[config.mk]
export PLATFORM = sky130hd
export DESIGN_NAME = mult_div_unit
export DESIGN_NICKNAME = d
export VERILOG_FILES = /design/src/rtl/mult_div_pkg.sv /design/src/rtl/sign_magnitude.sv /design/src/rtl/mult_div_unit.sv
export SDC_FILE = /design/constraint.sdc
export NUM_CORES = 1
export LEC_CHECK = 0
export ABC_AREA = 1
export CORE_MARGIN = 2
export CORE_UTILIZATION = 38
export DETAILED_ROUTE_END_ITERATION = 8
export SLEW_MARGIN = 20
export SYNTH_ARGS = -nofsm -noshare
export SYNTH_HDL_FRONTEND = slang
export SYNTH_HIERARCHICAL = 1
export SYNTH_SLANG_ARGS = --single-unit
[constraint.sdc]
create_clock -name clk -period 7.9 [get_ports clk]
set_input_delay 0.79 -clock clk [delete_from_list [all_inputs] [get_ports clk]]
set_output_delay 0.79 -clock clk [all_outputs]
set_load 0.02 [all_outputs]
[src/rtl/mult_div_pkg.sv]
// Shared encodings for the multiply/divide unit: operation codes, FSM states and default width.
package mult_div_pkg;

   localparam int unsigned MD_WIDTH = 32;

   typedef enum logic [1:0] {
      OP_MULTU = 2'b00,
      OP_MULT  = 2'b01,
      OP_DIVU  = 2'b10,
      OP_DIV   = 2'b11
   } md_op_e;

   typedef enum logic [1:0] {
      IDLE = 2'd0,
      RUN  = 2'd1,
      DONE = 2'd2
   } md_state_e;

endpackage

[src/rtl/sign_magnitude.sv]
// Conditional two's-complement negate: used to take operand magnitudes and to sign-correct results.
module sign_magnitude
   import mult_div_pkg::*;
#(
   parameter int unsigned W = MD_WIDTH
) (
   input  logic [W-1:0] value_i,
   input  logic         negate_i,
   output logic [W-1:0] result_o
);

   assign result_o = negate_i ? (~value_i + W'(1)) : value_i;

endmodule

[src/rtl/mult_div_unit.sv]
// Multi-cycle MULTU/MULT/DIVU/DIV unit with HI/LO result registers; stalls the PC while running.
// Define MULT_DIV_DIVIDE_EN to build the divider; without it divide Starts are ignored.
module mult_div_unit
   import mult_div_pkg::*;
#(
   parameter int unsigned N = MD_WIDTH
) (
   input  logic         clk,
   input  logic         reset,
   input  logic         Start,
   input  logic [1:0]   Op,
   input  logic [N-1:0] A,
   input  logic [N-1:0] B,
   output logic         Stall,
   output logic         Busy,
   output logic         Done,
   output logic         DivZero,
   output logic [N-1:0] HI,
   output logic [N-1:0] LO
);

   localparam int unsigned CW = (N > 1) ? $clog2(N) : 1;

   md_state_e      state_q, state_d;
   logic [CW-1:0]  cnt_q, cnt_d;
   logic [N-1:0]   a_mag_q, a_mag_d;
   logic [2*N-1:0] acc_q, acc_d;
   logic           neg_lo_q, neg_lo_d;
   logic [N-1:0]   hi_q, hi_d, lo_q, lo_d;
   logic           busy_q, busy_d, done_q, done_d;

   logic           op_ok, accept, last;
   logic [N-1:0]   a_mag_in, b_mag_in, res_hi, res_lo;
   logic [N:0]     mul_sum;
   logic [2*N-1:0] mul_next, prod_fix, step_next;

   sign_magnitude #(.W(N)) u_a_mag (
      .value_i (A),
      .negate_i(Op[0] & A[N-1]),
      .result_o(a_mag_in)
   );

   sign_magnitude #(.W(N)) u_b_mag (
      .value_i (B),
      .negate_i(Op[0] & B[N-1]),
      .result_o(b_mag_in)
   );

   // Shift-add: the multiplier sits in the low half and is consumed LSB first.
   assign mul_sum  = {1'b0, acc_q[2*N-1:N]} + (acc_q[0] ? {1'b0, a_mag_q} : '0);
   assign mul_next = {mul_sum, acc_q[N-1:1]};

   sign_magnitude #(.W(2*N)) u_prod_fix (
      .value_i (mul_next),
      .negate_i(neg_lo_q),
      .result_o(prod_fix)
   );

`ifdef MULT_DIV_DIVIDE_EN
   md_op_e         op_q, op_d;
   logic [N-1:0]   b_mag_q, b_mag_d;
   logic           neg_hi_q, neg_hi_d;
   logic           dz_q, dz_d;
   logic           is_div, div_zero, div_fits, dz_flag;
   logic [N:0]     shift_rem, div_diff;
   logic [2*N-1:0] div_next;
   logic [N-1:0]   hi_src, quo_fix, rem_fix;

   assign op_ok    = 1'b1;
   assign is_div   = op_q inside {OP_DIVU, OP_DIV};
   assign div_zero = (b_mag_q == '0);

   // Restoring divide: remainder in the high half, dividend shifts out of / quotient into the low half.
   assign shift_rem = {acc_q[2*N-1:N], acc_q[N-1]};
   assign div_diff  = shift_rem - {1'b0, b_mag_q};
   assign div_fits  = ~div_diff[N];
   assign div_next  = div_fits ? {div_diff[N-1:0], acc_q[N-2:0], 1'b1}
                               : {shift_rem[N-1:0], acc_q[N-2:0], 1'b0};

   // On divide-by-zero, re-applying the dividend sign to its magnitude restores A exactly.
   assign hi_src = div_zero ? a_mag_q : div_next[2*N-1:N];

   sign_magnitude #(.W(N)) u_rem_fix (
      .value_i (hi_src),
      .negate_i(neg_hi_q),
      .result_o(rem_fix)
   );

   sign_magnitude #(.W(N)) u_quo_fix (
      .value_i (div_next[N-1:0]),
      .negate_i(neg_lo_q),
      .result_o(quo_fix)
   );

   assign step_next = is_div ? div_next : mul_next;
   assign res_hi    = is_div ? rem_fix : prod_fix[2*N-1:N];
   assign res_lo    = is_div ? (div_zero ? '1 : quo_fix) : prod_fix[N-1:0];
   assign dz_flag   = is_div & div_zero;

   always_comb begin
      op_d     = op_q;
      b_mag_d  = b_mag_q;
      neg_hi_d = neg_hi_q;
      dz_d     = 1'b0;
      if (accept) begin
         op_d     = md_op_e'(Op);
         b_mag_d  = b_mag_in;
         neg_hi_d = Op[0] & A[N-1];
      end
      if (state_q == RUN && last) dz_d = dz_flag;
   end

   always_ff @(posedge clk) begin
      if (reset) begin
         op_q     <= OP_MULTU;
         b_mag_q  <= '0;
         neg_hi_q <= 1'b0;
         dz_q     <= 1'b0;
      end else begin
         op_q     <= op_d;
         b_mag_q  <= b_mag_d;
         neg_hi_q <= neg_hi_d;
         dz_q     <= dz_d;
      end
   end

   assign DivZero = dz_q;
`else
   assign op_ok     = ~Op[1];
   assign step_next = mul_next;
   assign res_hi    = prod_fix[2*N-1:N];
   assign res_lo    = prod_fix[N-1:0];
   assign DivZero   = 1'b0;
`endif

   assign accept = (state_q == IDLE) && Start && op_ok;
   assign last   = (cnt_q == CW'(N-1));
   assign Stall  = accept || (state_q == RUN);

   // NOTE: every _d gets its hold value first, so no path through the case can infer a latch.
   always_comb begin
      state_d  = state_q;
      cnt_d    = cnt_q;
      a_mag_d  = a_mag_q;
      acc_d    = acc_q;
      neg_lo_d = neg_lo_q;
      hi_d     = hi_q;
      lo_d     = lo_q;
      done_d   = 1'b0;
      unique case (state_q)
         IDLE: begin
            if (accept) begin
               state_d  = RUN;
               cnt_d    = '0;
               a_mag_d  = a_mag_in;
               acc_d    = {{N{1'b0}}, (Op[1] ? a_mag_in : b_mag_in)};
               neg_lo_d = Op[0] & (A[N-1] ^ B[N-1]);
            end
         end
         RUN: begin
            acc_d = step_next;
            cnt_d = cnt_q + CW'(1);
            if (last) begin
               state_d = DONE;
               hi_d    = res_hi;
               lo_d    = res_lo;
               done_d  = 1'b1;
            end
         end
         DONE:    state_d = IDLE;
         default: state_d = IDLE;
      endcase
      busy_d = (state_d == RUN);
   end

   // NOTE: state elements use non-blocking assignment so every register sees pre-edge values.
   always_ff @(posedge clk) begin
      if (reset) begin
         state_q  <= IDLE;
         cnt_q    <= '0;
         a_mag_q  <= '0;
         acc_q    <= '0;
         neg_lo_q <= 1'b0;
         hi_q     <= '0;
         lo_q     <= '0;
         busy_q   <= 1'b0;
         done_q   <= 1'b0;
      end else begin
         state_q  <= state_d;
         cnt_q    <= cnt_d;
         a_mag_q  <= a_mag_d;
         acc_q    <= acc_d;
         neg_lo_q <= neg_lo_d;
         hi_q     <= hi_d;
         lo_q     <= lo_d;
         busy_q   <= busy_d;
         done_q   <= done_d;
      end
   end

   assign Busy = busy_q;
   assign Done = done_q;
   assign HI   = hi_q;
   assign LO   = lo_q;

endmodule

==> run_results.csv, run 1 <==
group,metric,value,unit
synthesis,yosys_register_bits,170,
clocking,ctsHtreeMaxLevel,4,
synthesis,post_synth.cell_area_avg,5.87,um^2
final_layout,num_antenna_cells,0,
timing,setup_violations,0,
synthesis,dominantRegCellSynth,"dfxtp_1",
clocking,cts-root-to-sink-buffers,2,
synthesis,synthMostInstantiatedCell,"nand2_1",
place,dp.final_hpwl,33.8,mm
grt,global_route.overflow_total,0,
synthesis,mappedNetlistArea,14000,um^2
drt,route.detailed.drc,0,
critical_path,worstSetupPathType,"in2out",
synthesis,syn_nets,2486,
timing,finalHoldViolCount,0,
timing,tightest_slew,0.966,ns
clocking,cts_post_setup_buffers_inserted,0,
critical_path,regToRegStartpoint,"acc_q[0]",
drt,detail_route.wl_per_cell,14.4,um
timing,setup_ws,2.72,ns
timing,slew_violations,0,
clocking,cts_root_buffer,"clkbuf_16",
place,preCtsSetupSlack,2.67,ns
grt,grt.total_usage,22.3,%
floorplan,initial_core_util,38.4,%
floorplan,num_rows,70,
floorplan,dieWidth,196,um
critical_path,worst-endpoint-arrival,4.39,ns
place,placed_area,15600,um^2
critical_path,critPathCaptureType,"output port",
grt,grt_max_degree,66,
clocking,cts_made_buffers,17,
critical_path,worst-endpoint-required,7.11,ns
floorplan,floorplan.die_area,38300,um^2
floorplan,coreArea,36300,um^2
clocking,clock_latency_late_sink,0.45,ns
clocking,postCtsResizedCells,0,
timing,post-route-period-util,65.5,%
flow_run,cap_violations,0,
critical_path,crit_path_max_fanout,57,
synthesis,synthArstFlopShare,0,%
grt,number_of_antenna_violations_at_the_first_check_in_global_routing,0,
drt,firstDrtPassIters,5,
synthesis,synth_top_cells_by_count,"nand2_1, nor2_1, inv_1, nand3_1, dfxtp_1",
power,leakage_power_of_the_design,0.00793,uW
power,vdd.ir_drop.worst,0.129,mV
timing,timing.clock.skew,0.0152,ns
final_layout,final_layout_size_suffix_gt1_share,7.18,%
timing,minimum_clock_period,5.18,ns
clocking,hold_buffers,0,
hold_path,timing.hold.worst.start,"HI[3]",
critical_path,crit_start,"Op[1]",
drt,num_vias,14300,
clocking,cts_tree,"built",
drt,viasPerCell,4.88,
clocking,numClockSinks,170,
final_layout,postLayoutCellArea,16100,um^2
grt,first_global_vias,13200,
clocking,cts_clock_pin_slew_for_the_worst_setup_and_hold_paths,0.07,ns
synthesis,yosys_warnings,6,
synthesis,netlist.area_leader.share,24.4,%
power,cellPowerDensity,144,nW/um^2
synthesis,ys_types,44,
drt,wirelength,42.3,mm
hold_path,min_path_type,"reg2reg",
synthesis,seq_area_frac_synth,24.4,%
status,status,"finished clean",
synthesis,ys_top_cells_by_area,"dfxtp_1, nand2_1, nor2_1, inv_1, nand3_1",
drt,detail_route.iter0.violations,855,
place,place_congestion,0.911,
timing,setup_total_neg_slack,0,ns
timing,clock.fmax,193,MHz
synthesis,synth_largest_area_cell,"dfxtp_1",
floorplan,dieHeight,196,um
critical_path,critPathLaunchType,"primary input",
synthesis,number_of_enable_flip_flop_cells_after_synthesis,0,
grt,global_route_wire_length_before_repair,68.3,mm
timing,rsz0062_at_grt,"false",
synthesis,syn-instance-count,2379,
drt,drtAntennaViolNets,0,
floorplan,i_o_pins,137,
place,portBuffers,135,
final_layout,nNetsFinal,2559,
timing,relSlewSlack,35.5,%
final_layout,layout-area-overhead-vs-synth,15.7,%
==> metal layers <==
layer	wire (um)	vias to the layer above	track usage [%]
met5	0	-	0
met4	846	0	6.59
met3	1840	44	2.45
met2	18100	349	35.1
met1	21500	6332	32.1
li1	-	7578	-
==> metrics by stage <==
| stage | total power (uW) | hold slack [ns] | cells | util [%] |
|---|---|---|---|---|
| after floorplan | 1330 | 0.444 | 2379 | - |
| after global placement | 1490 | 0.448 | 2901 | 42.8 |
| after detailed placement | 1490 | 0.453 | 2901 | 42.8 |
| after CTS | 2340 | 0.463 | 2933 | 44.4 |
| after global routing | 2450 | 0.479 | 2933 | 44.4 |
| final | 2320 | 0.461 | 2933 | 44.4 |
==> where the power goes <==
part	leakage, uW	switching, uW	internal [uW]
sequential	0.00138	25.7	880
combinational	0.00626	378	192
clock	0.000287	420	427
total	0.00793	824	1500
==> flip-flops by register name, summed over array words and instances, names as in the netlist <==
signal    count
a_mag_q      32
state_q       2
HI           32
cnt_q         5
Done          1
acc_q        64
LO           32
neg_lo_q      1
Busy          1
==> placed cells by master, fill, tap and decap left out, types with 3 or more instances in the layout <==
cell type        netlist  routed
a21oi_1              126     126
and2_1                16      16
buf_4                 10       9
clkbuf_16              0      17
clkdlybuf4s50_1        0     134
clkinv_8               0       3
dfxtp_1              170     168
ha_1                  37      36
inv_1                307     307
inv_2                 14      14
inv_6                  2       7
inv_8                  0       5
nand2_1              776     775
nand2_2               29      30
nand2_4                5       5
nand3_1              189     189
nand3_2                6       6
nand3_4                3       3
nand3b_1              10      10
nand4_1               23      23
nor2_1               310     310
nor2_2                25      24
nor2_4                22      23
nor2_8                 5       5
nor3_1                 3       3
o21ai_0               70      70
o21ai_1               10      10
o21ai_2                5       5
o21ai_4                6       6
o21bai_1               3       3
o221ai_1              18      18
o22ai_1               11      11
xnor2_1               31      31
xor2_1                38      38
xor2_2                 7       7
==> cells by family after synthesis <==
kind of cell	share of synthesized area (%)
AND/OR/NAND/NOR	44.6
flip-flops	24.4
XOR/XNOR	5.15
adder cells (fa/ha/maj)	3.46
other	0.0269
AO/OA/AOI/OAI	10.6
buffers and inverters	11.7
multiplexers	0.0717
==> final timing paths <==
path	endpoint	slack [ns]	cells after the start
max	Stall	2.72	8
min	HI[3]	0.46	2
max reg2reg	HI[28]	4.12	25
min reg2reg	HI[3]	0.46	2
==> critical path, cell delays in order <==
cell and delay [ns]:
clkdlybuf4s50_1 0.44, nor2_1 0.13, nand3_2 0.57, inv_2 0.94
nor2_2 0.03, buf_4 0.31, inv_2 0.45, clkdlybuf4s50_1 0.70
==> final cells by class <==
type	count	area [um^2]
fillers	3971	20200
multi-input cells	1796	8930
flip-flops and latches	170	3410
repair buffers	143	1410
inverters	324	1230
well taps	468	586
clock buffers	17	425
clock inverters	15	165
(Power assumes the default switching activity.)
==> run 2: changes to the inputs <==
==> constraint.sdc (replaced) <==
create_clock -name clk -period 4.43 [get_ports clk]
set_input_delay 0.443 -clock clk [delete_from_list [all_inputs] [get_ports clk]]
set_output_delay 0.443 -clock clk [all_outputs]
set_load 0.02 [all_outputs]
==> run_results.csv, run 2 (synthesis results as in run 1) <==
group,metric,value,unit
status,status,"finished clean",
timing,relSlewSlack,34.3,%
drt,num_vias,14500,
clocking,hold_buffers,0,
timing,slew_violations,0,
power,cellPowerDensity,259,nW/um^2
critical_path,crit_path_max_incr_delay,0.41,ns
timing,clock.fmax,264,MHz
final_layout,largest_register,"acc_q",
clocking,ctsHtreeMaxLevel,4,
critical_path,rrSetupSlack,0.64,ns
clocking,cts-root-to-sink-buffers,2,
final_layout,mostFrequentLayoutCell,"nand2_1",
power,leakage_power_of_the_design,0.00795,uW
critical_path,worstSetupPathType,"reg2reg",
floorplan,i_o_pins,137,
grt,grt.total_usage,23.6,%
critical_path,worst_setup_path_endpoint,"HI[28]",
grt,global_route_wire_length_before_repair,72.2,mm
final_layout,top_library_cells_by_usage_in_the_layout_fill_and_taps_aside,"nand2_1, nor2_1, inv_1",
floorplan,num_rows,70,
drt,firstDrtPassIters,5,
grt,global_route.overflow_total,0,
clocking,cts_clock_pin_slew_for_the_worst_setup_and_hold_paths,0.08,ns
timing,rsz0062_at_grt,"false",
timing,hold_slack,0.459,ns
place,preCtsSetupSlack,0.766,ns
timing,post-route-period-util,85.5,%
grt,grt_max_degree,73,
final_layout,final_layout_size_suffix_gt1_share,7.33,%
drt,detail_route.iter0.violations,1190,
place,dp.final_hpwl,35.5,mm
clocking,clock_latency_late_sink,0.45,ns
critical_path,rr_endpoint,"HI[28]",
timing,tightest_slew,0.985,ns
place,portBuffers,135,
drt,route.detailed.drc,0,
critical_path,crit_start,"acc_q[0]",
place,place_congestion,0.943,
clocking,cts_post_setup_buffers_inserted,0,
critical_path,crit_cells,23,
critical_path,path_cells,"buf_4 -> nand2_1 -> inv_1 -> ha_1 -> nand2_1 -> nor2_1 -> nand2_1 -> nor2_1 -> nand2_1 -> nand3_1 -> nand2_1 -> and2_1 -> nor2_1 -> nand2_1 -> nor2_1 -> nand2_1 -> nor2_1 -> nand3_1 -> nand2_1 -> nand2_1 -> nand2_1 -> nand3_1 -> a21oi_1",
timing,setup_violations,0,
drt,viasPerCell,4.94,
critical_path,worst-endpoint-required,4.81,ns
drt,drtAntennaViolNets,0,
critical_path,worst_path_buf_inv,2,
grt,first_global_vias,13600,
power,vdd.ir_drop.worst,0.208,mV
drt,wirelength,44.6,mm
final_layout,layout.core_utilization,44.5,%
critical_path,critical-path-slowest-cell,"dfxtp_1",
timing,setup_ws,0.642,ns
critical_path,regToRegStartpoint,"acc_q[0]",
flow_run,cap_violations,0,
critical_path,worst-endpoint-arrival,4.17,ns
critical_path,worst-r2r-cell-count,23,
clocking,cts_root_buffer,"clkbuf_16",
timing,finalHoldViolCount,0,
clocking,cts_tree,"built",
critical_path,cell_repeated_most_along_the_worst_path,"nand2_1",
hold_path,hold_depth,2,
final_layout,nNetsFinal,2564,
floorplan,coreArea,36300,um^2
floorplan,dieHeight,196,um
hold_path,min_path_type,"reg2reg",
clocking,cts_made_buffers,17,
final_layout,flip_flop_count_of_the_largest_register_all_copies_and_words_added,64,
clocking,postCtsResizedCells,0,
floorplan,floorplan.die_area,38300,um^2
timing,minimum_clock_period,3.79,ns
drt,detail_route.wl_per_cell,15.2,um
critical_path,critPathCaptureType,"flip-flop",
final_layout,layout-area-overhead-vs-synth,16.0,%
critical_path,category_of_cells_accounting_for_the_largest_share_of_critical_path_delay,"simple AND/OR/NAND/NOR gates",
final_layout,num_antenna_cells,0,
timing,setup_total_neg_slack,0,ns
floorplan,initial_core_util,38.4,%
timing,timing.clock.skew,0.0129,ns
critical_path,crit_path_max_fanout,28,
floorplan,dieWidth,196,um
grt,number_of_antenna_violations_at_the_first_check_in_global_routing,0,
clocking,numClockSinks,170,
critical_path,critPathLaunchType,"flip-flop",
hold_path,timing.hold.worst.start,"LO[5]",
[run 2: cell count changes in the layout (fill, tap and decap cells not counted)]
cell,previous run,this run
clkinvlp_4,1,3
clkinv_8,3,2
buf_4,9,14
dfxtp_1,168,169
bufinv_16,0,1
dfxtp_2,2,1
inv_8,5,3
[run 2: area by class of cell]
| class | count | area, um^2 |
|---|---|---|
| clock buffers | 17 | 425 |
| clock inverters | 15 | 171 |
| fillers | 3905 | 20200 |
| inverters | 324 | 1230 |
| multi-input cells | 1796 | 8930 |
| flip-flops and latches | 170 | 3400 |
| well taps | 468 | 586 |
| repair buffers | 148 | 1450 |
[run 2: power breakdown]
part / leakage [uW] / switching (uW) / total (uW) / internal (uW)
combinational: 0.00629 / 682 / 1030 / 345
clock: 0.000283 / 748 / 1550 / 805
sequential: 0.00138 / 52.0 / 1620 / 1570
[run 2: worst min-delay path, cell delays in order, from the launching register on]
cell and delay (ns):
dfxtp_1 0.31, nand2_1 0.06, a21oi_1 0.05
[run 2: metrics by stage]
step                      instance area [um^2]  instances  total power, uW
after global routing                     16200       2938             4430
after floorplan                          14000       2379             2370
after detailed placement                 15600       2906             2670
after global placement                   15600       2906             2670
final                                    16200       2938             4200
after CTS                                16200       2938             4220
[run 2: worst min path at each step]
stage | end
finish | LO[5]
global route | HI[16]
floorplan | cnt_q[4]
detailed placement | LO[17]
CTS | LO[17]
global placement | LO[24]
[run 2: metal layers]
metal / track usage (%) / share of wire [%]
met4: 6.42 / 2.1
met3: 2.56 / 4.3
met2: 36.6 / 43
met5: 0 / 0
met1: 34.5 / 51
==> run 3: changes to the inputs <==
--- a/config.mk
+++ b/config.mk
@@ -14,3 +14,4 @@
 export SYNTH_HDL_FRONTEND = slang
 export SYNTH_HIERARCHICAL = 1
 export SYNTH_SLANG_ARGS = --single-unit
+export TNS_END_PERCENT = 20
==> results of run 3 <==
Same layout as run 2: the final DEF is identical, and so are final timing and power.
